## config.mk

```make
export PLATFORM = sky130hd
export DESIGN_NAME = dpram_stream_fifo
export DESIGN_NICKNAME = d
export VERILOG_FILES = /design/src/rtl/dpram_stream_fifo.sv
export SDC_FILE = /design/constraint.sdc
export NUM_CORES = 1
export LEC_CHECK = 0
export BUFFER_PORTS_ARGS = -buffer_cell sky130_fd_sc_hd__buf_4
export CAP_MARGIN = 0
export CORE_MARGIN = 2
export CORE_UTILIZATION = 56
export DETAILED_ROUTE_END_ITERATION = 10
export PLACE_DENSITY = 0.86
export SYNTH_ARGS = -nofsm -noshare
export SYNTH_HDL_FRONTEND = slang
export SYNTH_SLANG_ARGS = --single-unit
export TNS_END_PERCENT = 20
```

## constraint.sdc

```tcl
create_clock -name clk -period 7.85 [get_ports clk]
set_clock_uncertainty 0.2 [all_clocks]
set_input_delay 1.1775 -clock clk [delete_from_list [all_inputs] [get_ports clk]]
set_output_delay 1.1775 -clock clk [all_outputs]
set_load 0.01 [all_outputs]
```

## src/rtl/dpram_stream_fifo.sv

```systemverilog
`timescale 1ns/1ps
// -----------------------------------------------------------------------------
// dpram_stream_fifo
//
// Valid/ready stream FIFO controller wrapped around one external dual-port RAM
// (dpram_wrapper). Port A is the write port and port B the read port. A small
// prefetch buffer (obuf, N_DELAY+1 entries) hides the RAM read latency so the
// FIFO sustains one word per cycle.
//
// Handshake: a word moves on a stream interface in every cycle where valid and
// ready are both high. m_valid never depends on m_ready. m_data is held stable
// while m_valid && !m_ready. s_ready does not depend on s_valid.
//
// Optional feature macro: DPRAM_FIFO_LEVEL_EN adds the registered 'level'
// output (words held in RAM + in flight + in obuf).
//
// Ports
//   clk, rstn                  clock, asynchronous active-low reset
//   clear                      synchronous flush of all FIFO state
//   s_valid/s_ready/s_data     input stream
//   m_valid/m_ready/m_data     output stream
//   mem_ena/wea/addra/dia      RAM write port
//   mem_enb/addrb              RAM read port request
//   mem_dob                    RAM read data, N_DELAY cycles after mem_enb
//   level (optional)           fill level, registered
// -----------------------------------------------------------------------------
module dpram_stream_fifo #(
   parameter int DW      = 32,
   parameter int AW      = 8,
   parameter int DEPTH   = 208,
   parameter int N_DELAY = 1
) (
   input  logic          clk,
   input  logic          rstn,
   input  logic          clear,
   input  logic          s_valid,
   output logic          s_ready,
   input  logic [DW-1:0] s_data,
   output logic          m_valid,
   input  logic          m_ready,
   output logic [DW-1:0] m_data,
   output logic          mem_ena,
   output logic          mem_wea,
   output logic [AW-1:0] mem_addra,
   output logic [DW-1:0] mem_dia,
   output logic          mem_enb,
   output logic [AW-1:0] mem_addrb,
   input  logic [DW-1:0] mem_dob
`ifdef DPRAM_FIFO_LEVEL_EN
   ,
   output logic [AW+1:0] level
`endif
);

   localparam int OB = N_DELAY + 1;          // obuf entries
   localparam int CW = $clog2(OB + 1);       // width of obuf/in-flight counts
   localparam int IW = $clog2(OB);           // obuf index width (OB >= 2)

   localparam logic [AW:0]   DEPTH_C = (AW+1)'(DEPTH);
   localparam logic [AW-1:0] LAST_C  = AW'(DEPTH - 1);
   localparam logic [IW-1:0] OLAST_C = IW'(OB - 1);
   localparam logic [CW:0]   OB_C    = (CW+1)'(OB);

   // state
   logic [AW-1:0]      wr_ptr_q, wr_ptr_d;
   logic [AW-1:0]      rd_ptr_q, rd_ptr_d;
   logic [AW:0]        mem_cnt_q, mem_cnt_d;
   logic [N_DELAY-1:0] vld_q, vld_d;
   logic [DW-1:0]      obuf_q [OB];
   logic [IW-1:0]      obuf_wr_q, obuf_wr_d;
   logic [IW-1:0]      obuf_rd_q, obuf_rd_d;
   logic [CW-1:0]      obuf_cnt_q, obuf_cnt_d;

   // combinational
   logic          push;
   logic          pop;
   logic          issue;
   logic          cap;
   logic [CW-1:0] inflight;
   logic [CW:0]   need;

   // rstn gates s_ready so the write port stays idle while reset is asserted.
   assign s_ready = rstn && (mem_cnt_q != DEPTH_C) && !clear;
   assign push    = s_valid && s_ready;
   assign m_valid = (obuf_cnt_q != '0);
   assign pop     = m_valid && m_ready;
   assign m_data  = obuf_q[obuf_rd_q];

   // Returning RAM data is dropped in a clear cycle; the in-flight pipe is
   // zeroed at the same edge, so nothing older than the clear ever lands.
   assign cap = vld_q[N_DELAY-1] && !clear;

   always_comb begin
      inflight = '0;
      for (int i = 0; i < N_DELAY; i++) begin
         inflight = inflight + CW'(vld_q[i]);
      end
   end

   // Slots obuf will need after this cycle, counting reads already in flight.
   // pop implies obuf_cnt_q >= 1, so the subtraction never underflows.
   assign need  = (CW+1)'(obuf_cnt_q) + (CW+1)'(inflight) - (CW+1)'(pop);
   assign issue = (mem_cnt_q != '0) && (need < OB_C) && !clear;

   assign mem_ena   = push;
   assign mem_wea   = push;
   assign mem_addra = wr_ptr_q;
   assign mem_dia   = push ? s_data : '0;
   assign mem_enb   = issue;
   assign mem_addrb = rd_ptr_q;

   always_comb begin
      wr_ptr_d   = wr_ptr_q;
      rd_ptr_d   = rd_ptr_q;
      mem_cnt_d  = mem_cnt_q + (AW+1)'(push) - (AW+1)'(issue);
      obuf_cnt_d = obuf_cnt_q + CW'(cap) - CW'(pop);
      obuf_wr_d  = obuf_wr_q;
      obuf_rd_d  = obuf_rd_q;
      vld_d      = '0;

      vld_d[0] = issue;
      for (int i = 1; i < N_DELAY; i++) begin
         vld_d[i] = vld_q[i-1];
      end

      if (push) begin
         wr_ptr_d = (wr_ptr_q == LAST_C) ? '0 : wr_ptr_q + AW'(1);
      end
      if (issue) begin
         rd_ptr_d = (rd_ptr_q == LAST_C) ? '0 : rd_ptr_q + AW'(1);
      end
      if (cap) begin
         obuf_wr_d = (obuf_wr_q == OLAST_C) ? '0 : obuf_wr_q + IW'(1);
      end
      if (pop) begin
         obuf_rd_d = (obuf_rd_q == OLAST_C) ? '0 : obuf_rd_q + IW'(1);
      end

      if (clear) begin
         wr_ptr_d   = '0;
         rd_ptr_d   = '0;
         mem_cnt_d  = '0;
         obuf_cnt_d = '0;
         obuf_wr_d  = '0;
         obuf_rd_d  = '0;
         vld_d      = '0;
      end
   end

   always_ff @(posedge clk or negedge rstn) begin
      if (!rstn) begin
         wr_ptr_q   <= '0;
         rd_ptr_q   <= '0;
         mem_cnt_q  <= '0;
         vld_q      <= '0;
         obuf_wr_q  <= '0;
         obuf_rd_q  <= '0;
         obuf_cnt_q <= '0;
      end else begin
         wr_ptr_q   <= wr_ptr_d;
         rd_ptr_q   <= rd_ptr_d;
         mem_cnt_q  <= mem_cnt_d;
         vld_q      <= vld_d;
         obuf_wr_q  <= obuf_wr_d;
         obuf_rd_q  <= obuf_rd_d;
         obuf_cnt_q <= obuf_cnt_d;
      end
   end

   // Data storage is only reset so that m_data reads 0 out of reset.
   always_ff @(posedge clk or negedge rstn) begin
      if (!rstn) begin
         for (int i = 0; i < OB; i++) begin
            obuf_q[i] <= '0;
         end
      end else if (cap) begin
         obuf_q[obuf_wr_q] <= mem_dob;
      end
   end

`ifdef DPRAM_FIFO_LEVEL_EN
   logic [CW-1:0] inflight_d;
   logic [AW+1:0] level_d;
   logic [AW+1:0] level_q;

   always_comb begin
      inflight_d = '0;
      for (int i = 0; i < N_DELAY; i++) begin
         inflight_d = inflight_d + CW'(vld_d[i]);
      end
      // next-state terms are already zero in a clear cycle
      level_d = (AW+2)'(mem_cnt_d) + (AW+2)'(inflight_d) + (AW+2)'(obuf_cnt_d);
   end

   always_ff @(posedge clk or negedge rstn) begin
      if (!rstn) begin
         level_q <= '0;
      end else begin
         level_q <= level_d;
      end
   end

   assign level = level_q;
`endif

endmodule

```

Word-level counts from Yosys, hierarchy flattened --
Index checks and enable logic that the tools add are counted.
Operators by class: bitwise logic cells 2, magnitude comparators 4, muxes and demuxes 22, eq/ne operators 3, reduce and logical (&&, ||, !) cells 15, add/subtract/negate cells 10
Operator list (count):
- 32-bit two-way mux | 5
- 64-bit bitwise mux | 1
- 8-bit two-way mux | 6
- 32-bit demux with 1-bit select | 1
- 8-bit by 1-bit adder with 8-bit output, second input constant | 2
- 8-bit equality test, second input constant | 2
- 2-bit nonzero test | 5
- 9-bit by 1-bit adder with 9-bit output | 1
- 9-bit two-way mux | 1
- 9-bit by 8-bit != test with 1-bit output, second input constant | 1
- 9-bit nonzero test | 1
- 9-bit by 1-bit subtractor with 9-bit output | 1
- 1-bit logical AND | 8
- 1-bit two-way mux | 7
- 2-bit greater-or-equal comparator, second input constant | 2
- 1-bit inverter with 2-bit output | 2
- 2-bit by 1-bit adder with 3-bit output | 1
- 3-bit by 2-bit less-than comparator with 1-bit output, second input constant | 1
- 3-bit by 1-bit subtractor with 3-bit output | 1
- 1-bit adder, second input constant | 2
- 2-bit by 1-bit adder with 2-bit output | 1
- 2-bit by 1-bit less-than comparator with 1-bit output, second input constant | 1
- 2-bit two-way mux | 1
- 2-bit by 1-bit subtractor with 2-bit output | 1
- 1-bit logical NOT | 1
Storage, ports and cells: register bits 94, input port bits 69, output and inout bits 85

Logic depth before layout (Yosys ltp) --
depth in word-level cells 8, depth in mapped cells 16, mapped depth without buffers 15

Worst setup path after synthesis --
OpenSTA, ideal clock, no wires.
kind input -> register, start point in m_ready, end point reg mem_cnt_q[8], slack 3.186 ns, path buffers 1, data arrival time 4.382 ns, setup time 0.083 ns, cell stages on the path 16, path through nand2_1 -> nor2_1 -> o21ai_0 -> fa_1 -> xnor2_1 -> o211ai_2 -> buf_6 -> nor2_1 -> ha_1 -> inv_1 -> ha_1 -> fa_1 -> a211o_1 -> a31o_2 -> a2111o_1 -> o21ai_0
On the way: word-level cells in the longest chain between the ends 7
Ends and longest elaborated chain:
- from (decl) | line 40 | input logic m_ready,
- 1-bit logical AND | line 86 | assign pop = m_valid && m_ready;
- 3-bit by 1-bit subtractor with 3-bit output | line 102 | assign need = (CW+1)'(obuf_cnt_q) + (CW+1)'(inflight) - (CW+1)'(pop);
- 3-bit by 2-bit less-than comparator with 1-bit output | line 103 | assign issue = (mem_cnt_q != '0) && (need < OB_C) && !clear;
- 1-bit logical AND (2 in a row) | line 103
- net mem_enb | line 46 | output logic mem_enb,
- 9-bit by 1-bit subtractor with 9-bit output | line 115 | mem_cnt_d = mem_cnt_q + (AW+1)'(push) - (AW+1)'(issue);
- 9-bit two-way mux | line 139 | if (clear) begin
- net mem_cnt_d[8] | line 67 | logic [AW:0] mem_cnt_q, mem_cnt_d;
- to (signal assigned) | line 162 | mem_cnt_q <= mem_cnt_d;
- to (decl) | line 67
The timed path passes the listed nets, and every way through them passes these cells. A chain may end at the register's enable or synchronous reset.

Final worst setup path --
start point in m_ready, end point reg mem_cnt_q[8]
On the way: word-level cells in the longest chain between the ends 7
Ends and longest elaborated chain (line):
- 1-bit logical AND | 86
- 3-bit by 1-bit subtractor with 3-bit output | 102
- 3-bit by 2-bit less-than comparator with 1-bit output | 103
- 1-bit logical AND (2 in a row) | 103
- 9-bit by 1-bit subtractor with 9-bit output | 115
- 9-bit two-way mux | 139
- net mem_cnt_d[8] | 67
The timed path passes the listed nets, and every way through them passes these cells.

==> results.toml <==
[global_route]
grt_pass1_wl_mm = 18.0
grt_pass1_vias = 3793
overflow = 0
grt_usage_pct = 23.3
grt_max_degree = 61
antenna_found_initial = 0

[sta]
rsz0062_at_grt = "false"
setup_tns_ns = 0
drv_slew = 0
fmax_mhz = 217
fin_ws_ns = 3.24
period_share_pct = 58.8
hold_viol = 0
tightest_slew_ns = 1.01
setup_viol = 0
slew_headroom_pct = 32.8
fin_crit_ns = 4.61

[cts]
post_cts_buffers = 0
cts.sinks = 94
cts_hold_buf = 0
cts_made_buffers = 9
htree_levels = 3
clk_pin_slew_ns = 0.09
cts_root_buffer = "clkbuf_8"
ctsResizeCount = 0
cts_tree = "done"
clk_latency_ns = 0.35
cts_max_path_buffers = 2

[place]
place_inst = 668
dp_hpwl_mm = 7.91
dp_slack_ns = 2.95
port_buffers = 153
routabilityCongestion = 0.922

[final_layout]
area_growth_pct = 28.2
final_cells = 683
diodes = 0
nFillCells = 612
finalNetCount = 659
drive_gt1_share_pct = 48.3

[route]
route.detailed.drc = 0
ant_nets = 0
drt_iter0_drc = 194
routed_wirelength_mm = 11.2
viasPerCell = 5.59
wire_per_inst_um = 16.4
drt_pass1_iterations = 5
num_vias = 3815

[setup_path]
cp-end-kind = "flip-flop"
critPathArrivalTime_ns = 4.69
cp_max_fo = 16
crit_type = "in2reg"
start_kind = "input pin"
cp.required_ns = 7.93

[logic_synthesis]
synth_edf_count = 0
netlist_instances = 426
synthXorXnorAreaFrac_pct = 2.12
synth_most_common_cell = "mux2_2"
async_reset_ff_share_pct = 100
yosys.area_share.simple_pct = 13.3
yosys-mux-area-fraction_pct = 22.4
synth_area_leader_cell = "dfrtp_1"
synth-adder-area-share_pct = 5.10
ys_warn_count = 0
synth_cell_types = 54
synth_top_area_share_pct = 47.5
synth_top_family_by_area = "multiplexers"
synth_nets = 514
seq_area_frac_synth_pct = 47.5
synthTopCellsByArea = "dfrtp_1 47%, mux2_2 22%, ha_1 4.3%"
synth_seq_cells = 94
syn_area_um2 = 4950
synthFlopType = "dfrtp_1"
yosys-top-cells-count = "97 x mux2_2, 94 x dfrtp_1, 33 x and2_1"
synth_compound_area_share_pct = 6.26
avgSynthCellArea_um2 = 11.6

[power]
p_leak_uw = 0.00303
power.density_nw_per_um2 = 359
peakVddDrop_v = 0.000163

[floorplan]
die_area_um2 = 9620
dieWidth_um = 98.1
core_um2 = 8640
row_count = 34
ios = 154
die_h_um = 98.1
start_util_pct = 57.4

[run]
maxCapViolCount = 0

[min_path]
hp-class = "reg2reg"

[outcome]
status = "finished clean"
## flip-flops by register name, indices dropped and copies added (netlist names)
signal	count
obuf_wr_q	1
obuf_rd_q	1
mem_cnt_q	9
vld_q	1
mem_addra	8
obuf_cnt_q	2
mem_addrb	8
obuf_q	64
## placed cells by master, fill, tap and decap left out, types with 2 or more instances in the layout
master,count
a21o_1,2
nor3b_1,2
a21oi_1,11
inv_1,15
clkbuf_8,9
nand2_1,21
mux2_2,97
nand2b_1,2
a211o_1,2
ha_1,17
dfrtp_1,94
nor2b_1,5
clkinv_4,2
buf_4,155
fa_1,2
or3_1,3
nor2_1,21
and2_1,33
nand4_1,2
inv_6,2
mux2i_1,2
nand3_1,10
a31oi_1,2
o21ai_0,12
nor4_1,2
xnor2_1,9
and3_1,4
or3b_2,2
or4_1,2
nor3_1,4
xor2_1,3
## cell families after synthesis
| kind of cell | count (synthesis) |
|---|---|
| buf+inv | 36 |
| compound gates | 45 |
| xor+xnor | 12 |
| mux | 99 |
| flops | 94 |
| fa+ha+maj | 19 |
| simple gates | 121 |
## final timing paths
kind                          startpoint           end  slack (ns)  cells after the start
setup reg to reg           obuf_cnt_q[1]  mem_cnt_q[8]        3.65                     15
hold / removal                obuf_q[10]    obuf_q[10]        0.31                      1
hold reg to reg               obuf_q[10]    obuf_q[10]        0.31                      1
max in group asynchronous           rstn    obuf_q[30]        5.74                      2
min in group asynchronous           rstn  mem_cnt_q[1]        0.58                      1
setup / recovery                 m_ready  mem_cnt_q[8]        3.24                     16
## cell type report
cell class                      count  area (um2)  area share, %
Multi-Input combinational cell    296        2450           38.6
Sequential cell                    94        2350           37.0
Timing Repair Buffer              155        1160           18.3
Tap cell                          108         135           2.13
Clock buffer                        9         124           1.95
Clock inverter                      6        70.1           1.10
Inverter                           15        56.3          0.886
## routing by layer
| metal | routed length, um | GRT usage, % | up-vias |
|---|---|---|---|
| met2 | 5610 | 40.5 | 156 |
| met5 | 0 | 0 | - |
| met3 | 803 | 5.23 | 12 |
| met4 | 131 | 7.16 | 0 |
| met1 | 4640 | 29.1 | 1865 |
| li1 | - | - | 1782 |
## report_power, final
group | switching [uW] | total (uW) | internal (uW)
registers | 114 | 799 | 685
clock network | 172 | 321 | 149
logic | 521 | 1160 | 637
## critical path, cell delays in order
cell and delay, ns:
buf_4 0.09, nand2_1 0.04, nor2_1 0.17, o21ai_0 0.15, fa_1 0.40, xnor2_1 0.19, o211ai_2 0.30, nor2_1 0.29
ha_1 0.17, inv_1 0.04, ha_1 0.24, fa_1 0.45, a211o_1 0.30, a31o_2 0.24, a2111o_1 0.39, o21ai_0 0.07
## stage by stage
stage                     total power [uW]  cell area (um2)  hold slack (ns)  util [%]
after floorplan                       1580             4950            0.274         -
after global placement                1910             6160            0.281      71.3
after detailed placement              1960             6160            0.287      71.3
after CTS                             2290             6350            0.309      73.6
after global routing                  2440             6350            0.323      73.6
final                                 2280             6350            0.308      73.6
Note: power is estimated with default switching activity, not from simulation.
